**src/rtl/initial_logic_nvc.sv**
```systemverilog
// Transaction-layer ingress: each written word is steered by its class field into one of NUM_VC FIFOs.
// Define ERROR_STICKY_EN to latch error[v] until reset; otherwise error[v] pulses once per offending cycle.
module initial_logic_nvc #(
    parameter int DATA_WIDTH = 6,
    parameter int NUM_VC     = 2,
    parameter int ADDR_WIDTH = 2,
    parameter int AFULL_LVL  = 3,
    parameter int AEMPTY_LVL = 1
) (
    input  logic                         clk,
    input  logic                         reset,
    input  logic                         wr_enable,
    input  logic [DATA_WIDTH-1:0]        data_in,
    input  logic [NUM_VC-1:0]            pop,
    output logic [NUM_VC-1:0]            full,
    output logic [NUM_VC-1:0]            empty,
    output logic [NUM_VC-1:0]            almost_full,
    output logic [NUM_VC-1:0]            almost_empty,
    output logic [NUM_VC-1:0]            error,
    output logic [NUM_VC*DATA_WIDTH-1:0] data_out
);

    localparam int DEPTH    = 2 ** ADDR_WIDTH;
    localparam int CNT_W    = ADDR_WIDTH + 1;
    localparam int VC_SEL_W = (NUM_VC > 1) ? $clog2(NUM_VC) : 0;
    localparam int TGT_W    = (VC_SEL_W > 0) ? VC_SEL_W : 1;

    logic [TGT_W-1:0] target_vc;

    // A single-VC build has no class field, so every write goes to VC 0.
    generate
        if (VC_SEL_W > 0) begin : g_sel
            assign target_vc = data_in[DATA_WIDTH-1 -: TGT_W];
        end else begin : g_nosel
            assign target_vc = '0;
        end
    endgenerate

    generate
        for (genvar v = 0; v < NUM_VC; v++) begin : g_vc
            logic [DATA_WIDTH-1:0] mem [DEPTH];
            logic [ADDR_WIDTH-1:0] wr_ptr;
            logic [ADDR_WIDTH-1:0] rd_ptr;
            logic [CNT_W-1:0]      count;
            logic [DATA_WIDTH-1:0] dout_q;
            logic                  err_q;
            logic                  push_req;
            logic                  is_full;
            logic                  is_empty;
            logic                  do_push;
            logic                  do_pop;
            logic                  fault;

            assign push_req = wr_enable && (target_vc == TGT_W'(v));
            assign is_full  = (count == CNT_W'(DEPTH));
            assign is_empty = (count == '0);
            assign do_pop   = pop[v] && !is_empty;
            // A pop on a full VC frees the slot the same-cycle push lands in.
            assign do_push  = push_req && (!is_full || do_pop);
            assign fault    = (push_req && !do_push) || (pop[v] && is_empty);

            always_ff @(posedge clk) begin
                if (do_push) begin
                    mem[wr_ptr] <= data_in;
                end
            end

            always_ff @(posedge clk) begin
                if (reset) begin
                    wr_ptr <= '0;
                    rd_ptr <= '0;
                    count  <= '0;
                    dout_q <= '0;
                    err_q  <= 1'b0;
                end else begin
                    if (do_push) begin
                        wr_ptr <= wr_ptr + ADDR_WIDTH'(1);
                    end
                    if (do_pop) begin
                        rd_ptr <= rd_ptr + ADDR_WIDTH'(1);
                        dout_q <= mem[rd_ptr];
                    end
                    if (do_push && !do_pop) begin
                        count <= count + CNT_W'(1);
                    end else if (do_pop && !do_push) begin
                        count <= count - CNT_W'(1);
                    end
`ifdef ERROR_STICKY_EN
                    err_q <= err_q | fault;
`else
                    err_q <= fault;
`endif
                end
            end

            assign full[v]         = is_full;
            assign empty[v]        = is_empty;
            assign almost_full[v]  = (count >= CNT_W'(AFULL_LVL));
            assign almost_empty[v] = (count <= CNT_W'(AEMPTY_LVL));
            assign error[v]        = err_q;
            assign data_out[v*DATA_WIDTH +: DATA_WIDTH] = dout_q;
        end
    endgenerate

endmodule

```
**config.mk**
```make
export PLATFORM = sky130hd
export DESIGN_NAME = initial_logic_nvc
export DESIGN_NICKNAME = d
export VERILOG_FILES = /design/src/rtl/initial_logic_nvc.sv
export SDC_FILE = /design/constraint.sdc
export NUM_CORES = 1
export LEC_CHECK = 0
export CAP_MARGIN = 20
export CORE_ASPECT_RATIO = 1.5
export CORE_MARGIN = 2
export CORE_UTILIZATION = 55
export DETAILED_ROUTE_END_ITERATION = 16
export HOLD_SLACK_MARGIN = 0.12
export PLACE_DENSITY_LB_ADDON = 0.1
export SYNTH_ARGS = -nofsm -noshare
export SYNTH_HDL_FRONTEND = slang
export SYNTH_SLANG_ARGS = --single-unit
export TNS_END_PERCENT = 5
```
**constraint.sdc**
```tcl
create_clock -name clk -period 4.8 [get_ports clk]
set_input_delay 0.96 -clock clk [delete_from_list [all_inputs] [get_ports clk]]
set_output_delay 0.96 -clock clk [all_outputs]
set_load 0.05 [all_outputs]
```
-- After elaboration in Yosys (flattened, before gate mapping)
Memories as Yosys holds them, arrays and structs flattened. A register that Yosys moved wholly into a read port is not among the register bits.
Cells that the tools add are included.
Widths: inputs -> output; s select.
- add/sub/neg operators: 8
- multiply operators: 0
- div/mod/pow operators: 0
- magnitude comparators: 4
- equal/unequal tests: 2
- shift operators: 0
- multiplexer cells: 8
- bitwise logic cells: 1
- reduce and logical (&&, ||, !) cells: 30
- operators by type and width (operator ; count):
    $logic_and 1x1->1 ; 14
    $mux 3 ; 4
    $add 2x1->2 const B ; 4
    $logic_not 1->1 ; 8
    $add 3x1->3 const B ; 2
    $eq 3x3->1 const B ; 2
    $ge 3x2->1 const B ; 2
    $le 3x1->1 const B ; 2
    $logic_not 3->1 ; 2
    $sub 3x1->3 const B ; 2
    $logic_or 1x1->1 ; 4
    $mux 1 ; 4
    $reduce_bool 2->1 ; 2
    $not 1->1 ; 1
- register bits: 16
- latch bits: 0
- bits in writable memories: 48
- memory bits (read-only): 0
- word-level logic and storage cells: 63
- memories kept: 2
- memory list (memory ; depth ; bits a word ; read ports ; clocked after Yosys merged registers in ; write ports ; line ; RTL):
    g_vc[0].mem ; 4 ; 6 ; 1 ; 1 ; 1 ; 41 ; logic [DATA_WIDTH-1:0] mem [DEPTH];
    g_vc[1].mem ; 4 ; 6 ; 1 ; 1 ; 1 ; 41 ;

-- Depth between registers and ports, before layout
Gate-level depths: netlist (run 1).
- word-level depth: 9
- gate-level depth with buffers: 9

-- Least setup slack after synthesis (run 1)
No wires, ideal clock.
- path kind: register to output
- start: register g_vc[1].count[0]
- end: output port almost_full[1]
- arrival: 1.565 ns
- path slack: 2.275 ns
- cell stages (with the launch flop): 3
- buffers on the path: 0
- cell sequence: dfxtp_1 > inv_1 > o21ai_0
- word-level cells in the longest chain between the ends: 1
- ends and longest elaborated chain (element ; line ; RTL):
    start, declared ; 44 ; logic [CNT_W-1:0] count;
    start signal, assigned ; 84 ; count <= count + CNT_W'(1);
    start signal, assigned ; 86 ; count <= count - CNT_W'(1);
    $ge 3x2->1 ; 98 ; assign almost_full[v] = (count >= CNT_W'(AFULL_LVL));
    end, declared ; 17 ; output logic [NUM_VC-1:0] almost_full,
No other way between the ends.

-- Worst setup path after layout (run 1)
- start: register g_vc[0].count[0]
- end: output port empty[0]
- word-level cells in the longest chain between the ends: 1
- ends and longest elaborated chain (element ; line ; RTL):
    start, declared ; 44 ;
    start signal, assigned ; 84 ;
    start signal, assigned ; 86 ;
    $logic_not 3->1 ; 56 ; assign is_empty = (count == '0);
    end, declared ; 16 ; output logic [NUM_VC-1:0] empty,
No other way between the ends.

==> flow_summary.ini, run 1 <==
[synthesis]
seq_area_frac_synth_pct = 58.8
netlist_instances = 261
netlist_area_um2 = 3400
synth_nets = 291
ys_seq_elements = 76
synth_area_per_cell_um2 = 13.0
ys_warn_count = 0
synthDistinctLibCells = 34

[clock_network]
clock_path_buffers = 2
cts-hold-fix-buffers = 0
postCtsSetupRepairBufs = 0
cts_tree = yes
clk_root_buffer_cell = clkbuf_8
cts_max_level = 3
cts_sinks = 76
cts_resized = 0
numCtsBuffers = 9
clk_latency_ns = 0.34
path_clk_slew_ns = 0.09

[sta]
final_hold_viol_count = 0
worst_pin_slew_ns = 1.06
slew_violations = 0
setup_viol = 0
slew_headroom_pct = 29.4
clock_skew_ns = 0.0106
period_share_pct = 64.5
rsz0062_at_grt = no
min_period_ns = 3.10
max_freq_mhz = 323
hold_slack_ns = 0.481
setup_tns_ns = 0

[layout]
final_cell_mix = edfxtp_1 (48), clkdlybuf4s50_1 (32), dfxtp_1 (28)
regArea_um2 = 2000
layout.cells.most_common = edfxtp_1
drive_above_1_share_pct = 11.4
num-nets-final = 315
n_fill_cell = 505
area_delta_synth_final_pct = 14.0
multi_input_area_um2 = 1200
n_antenna_cell = 0

[global_routing]
grt_pass1_wl_um = 9830
gr-total-overflow = 0
antenna_found_initial = 0
grt_max_degree = 29
grt_pass1_vias = 1969
grt_usage_pct = 19.9

[route]
num_vias = 2065
viasPerCell = 5.67
wl_met3_um = 295
avgRoutedWirePerCell_um = 16.8
highest_layer = met4
wl_met2_um = 3100
drt_iter0_markers = 161
remaining_drc_errors = 0
routed_wl_um = 6120
ant_nets = 0
firstDrtPassIters = 4
m1WireLength_um = 2640

[power]
powerDensity_nw_per_um2 = 583
p_comb_share_pct = 41.1
p_int_mw = 1.36
p_leak_nw = 1.36
clockPowerShare_pct = 21.4
max-vdd-ir-drop_mv = 0.294
p_seq_share_pct = 37.6
power.switching_mw = 0.898
p_sw_share_pct = 39.7

[run]
drv_cap = 0

[critical_path]
cp.arrival_ns = 2.14
critPathKind = register to output pin
path_max_fanout = 10
required_ns = 3.84
endpoint_kind = output pin
startpoint_type = register

[worst_hold_path]
hold_path.class = register to register

[floorplan]
die_h_um = 100
io_pins = 33
fp.dieW_um = 68.2
core_um2 = 6040
initial_utilization_pct = 56.3
die-area_um2 = 6840
rows = 35

[place]
dp_hpwl_um = 4310
place_congestion = 0.715
io_buffers = 32

[outcome]
status = finished clean
## per-layer routing
| layer | up-vias | GRT usage, % |
|---|---|---|
| li1 | 993 | - |
| met1 | 1016 | 26.1 |
| met2 | 50 | 31.6 |
| met3 | 6 | 5.72 |
| met4 | 0 | 6.62 |
| met5 | - | 0 |
## logic make-up after synthesis
kind of cell               count (synthesis)  synth area share (%)
and+or+nand+nor                           62                  10.8
buffers and inverters                     35                  5.99
xor gates and xnor gates                   4                  1.03
adders and majority gates                 19                  6.99
DFF                                       76                  58.8
muxes                                     14                  8.53
AOI/OAI and AO/OA                         51                  7.80
## state kept, by name, indices dropped and copies added, names as in the netlist
signal,count
g_vc.count,6
g_vc.wr_ptr,4
g_vc.mem,48
g_vc.err_q,2
g_vc.rd_ptr,4
g_vc.dout_q,12
## critical path, cell delays in order (launching register included)
cell and delay (ns):
dfxtp_1 0.34, inv_1 0.10, ha_1 0.29, nand2b_4 0.14
inv_6 0.12, clkdlybuf4s50_1 0.81
## area by class of cell
class	count	share of cell area, %
Timing Repair Buffer	32	8.26
Tap cell	74	2.39
Clock buffer	9	3.19
Clock inverter	7	1.93
Multi-Input combinational cell	150	30.8
Inverter	16	1.81
Sequential cell	76	51.6
## metrics by stage
| step | utilization (%) | power [mW] | cells | setup WS (ns) | instance area [um^2] |
|---|---|---|---|---|---|
| after global placement | 60.9 | 1.79 | 348 | 2.02 | 3680 |
| final | 64.2 | 2.26 | 364 | 1.70 | 3880 |
| after detailed placement | 60.9 | 1.80 | 348 | 1.96 | 3680 |
| after floorplan | - | 1.64 | 261 | 2.28 | 3400 |
| after global routing | 64.2 | 2.39 | 364 | 1.60 | 3880 |
| after CTS | 64.2 | 2.28 | 364 | 1.69 | 3880 |
## final timing paths
check               startpoint                 to  slack (ns)  cells after the start
max           g_vc[0].count[0]           empty[0]        1.70                      5
min reg2reg  g_vc[0].dout_q[4]  g_vc[0].dout_q[4]        0.48                      2
min          g_vc[0].dout_q[4]  g_vc[0].dout_q[4]        0.48                      2
max reg2reg   g_vc[1].count[0]   g_vc[1].count[2]        2.94                      7
## synthesized netlist by cell type
master	number	area, um^2
nor4bb_1	1	10.0
o21ai_0	22	110
nand2b_4	2	27.5
o31ai_1	2	15.0
edfxtp_1	48	1440
ha_1	19	238
and3b_2	1	10.0
o21bai_1	2	15.0
nand3b_1	2	15.0
nand2b_1	1	6.26
mux2i_1	2	20.0
nor2b_1	3	18.8
and3b_1	1	8.76
buf_6	2	22.5
xor2_1	2	17.5
nand3_1	18	90.1
buf_2	2	10.0
buf_4	6	45.0
and2_1	3	18.8
nand2_1	3	11.3
and3_1	8	50.1
xnor2_1	2	17.5
or4_1	2	15.0
nor3b_1	4	30.0
a21oi_1	25	125
dfxtp_1	28	561
buf_1	1	3.75
inv_6	2	17.5
and4b_2	1	11.3
mux4_2	12	270
nor2_1	12	45.0
buf_8	2	30.0
inv_1	14	52.6
clkbuf_1	6	22.5
## power groups by stage
stage / clock network [mW] / registers (mW) / logic [mW]
final: 0.483 / 0.850 / 0.929
after global routing: 0.523 / 0.867 / 0.998
after CTS: 0.492 / 0.854 / 0.936
after detailed placement: 0 / 0.868 / 0.933
after global placement: 0 / 0.867 / 0.925
after floorplan: 0 / 0.905 / 0.733
(Power assumes the default switching activity.)
==> inputs of run 2 (changes only) <==
- CORE_UTILIZATION: 55 -> 51
- clock period: 4.8 -> 2.8 ns (I/O delays scaled with it)
==> run 2 against run 1 <==
Effect of this change:
- sequential power is 72% higher
- clock skew is 0.0011 ns lower
- flip-flop and latch count stayed put
- highest routed layer unchanged
- global-route usage is 2.3 points lower
- largest power group unchanged
- worst setup slack worse by 1.6 ns
- first-iteration DRC count is 22% lower
- sequential share of layout area is 0.46 points lower
- register-to-register slack worse by 1.9 ns
- routed wire length is 3.1% lower
- final cell count is 1.6% higher
- largest cell class unchanged
- clock power is 70% higher
==> flow_summary.ini, run 2 (synthesized netlist as in run 1, its figures left out) <==
[global_routing]
grt_pass1_wl_um = 9940
grt_max_degree = 29
gr-total-overflow = 0
grt_usage_pct = 17.6
antenna_found_initial = 0
grt_pass1_vias = 1991

[critical_path]
required_ns = 2.24
cp.arrival_ns = 2.09
rr_endpoint = g_vc[1].count[2]
slowest_stage = clkdlybuf4s50_1
reg2reg_depth = 7
critPathKind = register to output pin
cp_cell_sequence = inv_1 > ha_1 > nand2b_4 > inv_6 > clkdlybuf4s50_1
rrSetupSlack_ns = 1.02
endpoint_kind = output pin
slowest_delay_ns = 0.80
path_max_fanout = 10
startpoint_type = register
r2r_start = g_vc[1].count[0]

[clock_network]
numCtsBuffers = 9
path_clk_slew_ns = 0.08
cts_sinks = 76
clk_latency_ns = 0.34
clock_path_buffers = 2
cts-hold-fix-buffers = 0
cts_resized = 0
clk_root_buffer_cell = clkbuf_8
cts_tree = yes
cts_max_level = 3
postCtsSetupRepairBufs = 0

[layout]
design_area_um2 = 3920
largest_register_ffs = 48
num-nets-final = 319
layout.cells.most_common = edfxtp_1
drive_above_1_share_pct = 12.9
top_regs = g_vc.mem (48), g_vc.dout_q (12), g_vc.count (6)
n_antenna_cell = 0
final_cell_mix = edfxtp_1 (48), clkdlybuf4s50_1 (31), dfxtp_1 (28)
largest_register = g_vc.mem
area_delta_synth_final_pct = 15.1

[route]
avgRoutedWirePerCell_um = 16.0
firstDrtPassIters = 4
remaining_drc_errors = 0
drt_iter0_markers = 125
routed_wl_um = 5930
num_vias = 2033
ant_nets = 0
viasPerCell = 5.49

[floorplan]
initial_utilization_pct = 52.4
die-area_um2 = 7350
io_pins = 33
core_um2 = 6490
die_h_um = 104
fp.dieW_um = 70.7
rows = 36

[sta]
worst_pin_slew_ns = 0.502
setup_tns_ns = 0
min_period_ns = 2.65
slew_headroom_pct = 66.4
clock_skew_ns = 0.00951
slew_violations = 0
period_share_pct = 94.8
rsz0062_at_grt = no
setup_viol = 0
max_freq_mhz = 377
final_hold_viol_count = 0

[worst_hold_path]
hold_path.class = register to register
hold-path-endpoint = g_vc[0].dout_q[2]
worstHoldPathCells = 2
hold_start = g_vc[0].dout_q[2]

[power]
max-vdd-ir-drop_mv = 0.577
p_leak_nw = 1.39
powerDensity_nw_per_um2 = 986

[run]
drv_cap = 0

[place]
placed_area_um2 = 3710
place_congestion = 0.802
io_buffers = 32
dp_hpwl_um = 4080

[outcome]
status = finished clean
[run 2: where the power goes]
group,total [mW],internal [mW],switching [mW]
Clock,0.823,0.414,0.409
Combinational,1.58,0.605,0.970
Sequential,1.46,1.32,0.141
[run 2: cell type report]
type,count,area (um^2)
fill,543,2570
multi-input combinational,150,1200
inverter,16,70.1
clock buffer,9,124
clock inverter,7,75.1
timing repair buffer,36,353
tap,76,95.1
sequential,76,2000
[run 2: critical path: cells and delay by family, from the launching register on]
kind	cells	cell delay (ns)
adders and majority gates	1	0.27
buffers and inverters	3	1.00
DFF	1	0.35
and+or+nand+nor	1	0.14
[run 2: how the worst max path moves through the flow]
stage / from / to / slack [ns]
after CTS: g_vc[1].count[0] / empty[1] / 0.09
after floorplan: g_vc[1].count[0] / almost_full[1] / 0.68
final: g_vc[0].count[1] / empty[0] / 0.15
after global placement: g_vc[1].count[0] / empty[1] / 0.51
after detailed placement: g_vc[1].count[0] / empty[1] / 0.47
after global routing: g_vc[1].count[2] / almost_full[1] / 0.03
[run 2: routing by layer]
metal	global-route usage, %	wire (um)	vias up	part of all wire [%]
met5	0	0	-	0
met4	8.89	153	0	2.6
met3	2.71	196	12	3.3
met2	27.4	2960	44	50
met1	24.0	2620	973	44
li1	-	-	1004	-
[run 2: metrics by stage]
step | util [%] | hold slack [ns] | power, mW | setup slack (ns) | std cells
after floorplan | - | 0.484 | 2.81 | 0.675 | 261
after global placement | 57.3 | 0.465 | 3.06 | 0.513 | 354
after detailed placement | 57.3 | 0.471 | 3.08 | 0.473 | 354
after CTS | 60.3 | 0.482 | 3.91 | 0.0896 | 370
after global routing | 60.4 | 0.500 | 4.09 | 0.0290 | 370
final | 60.4 | 0.478 | 3.86 | 0.146 | 370
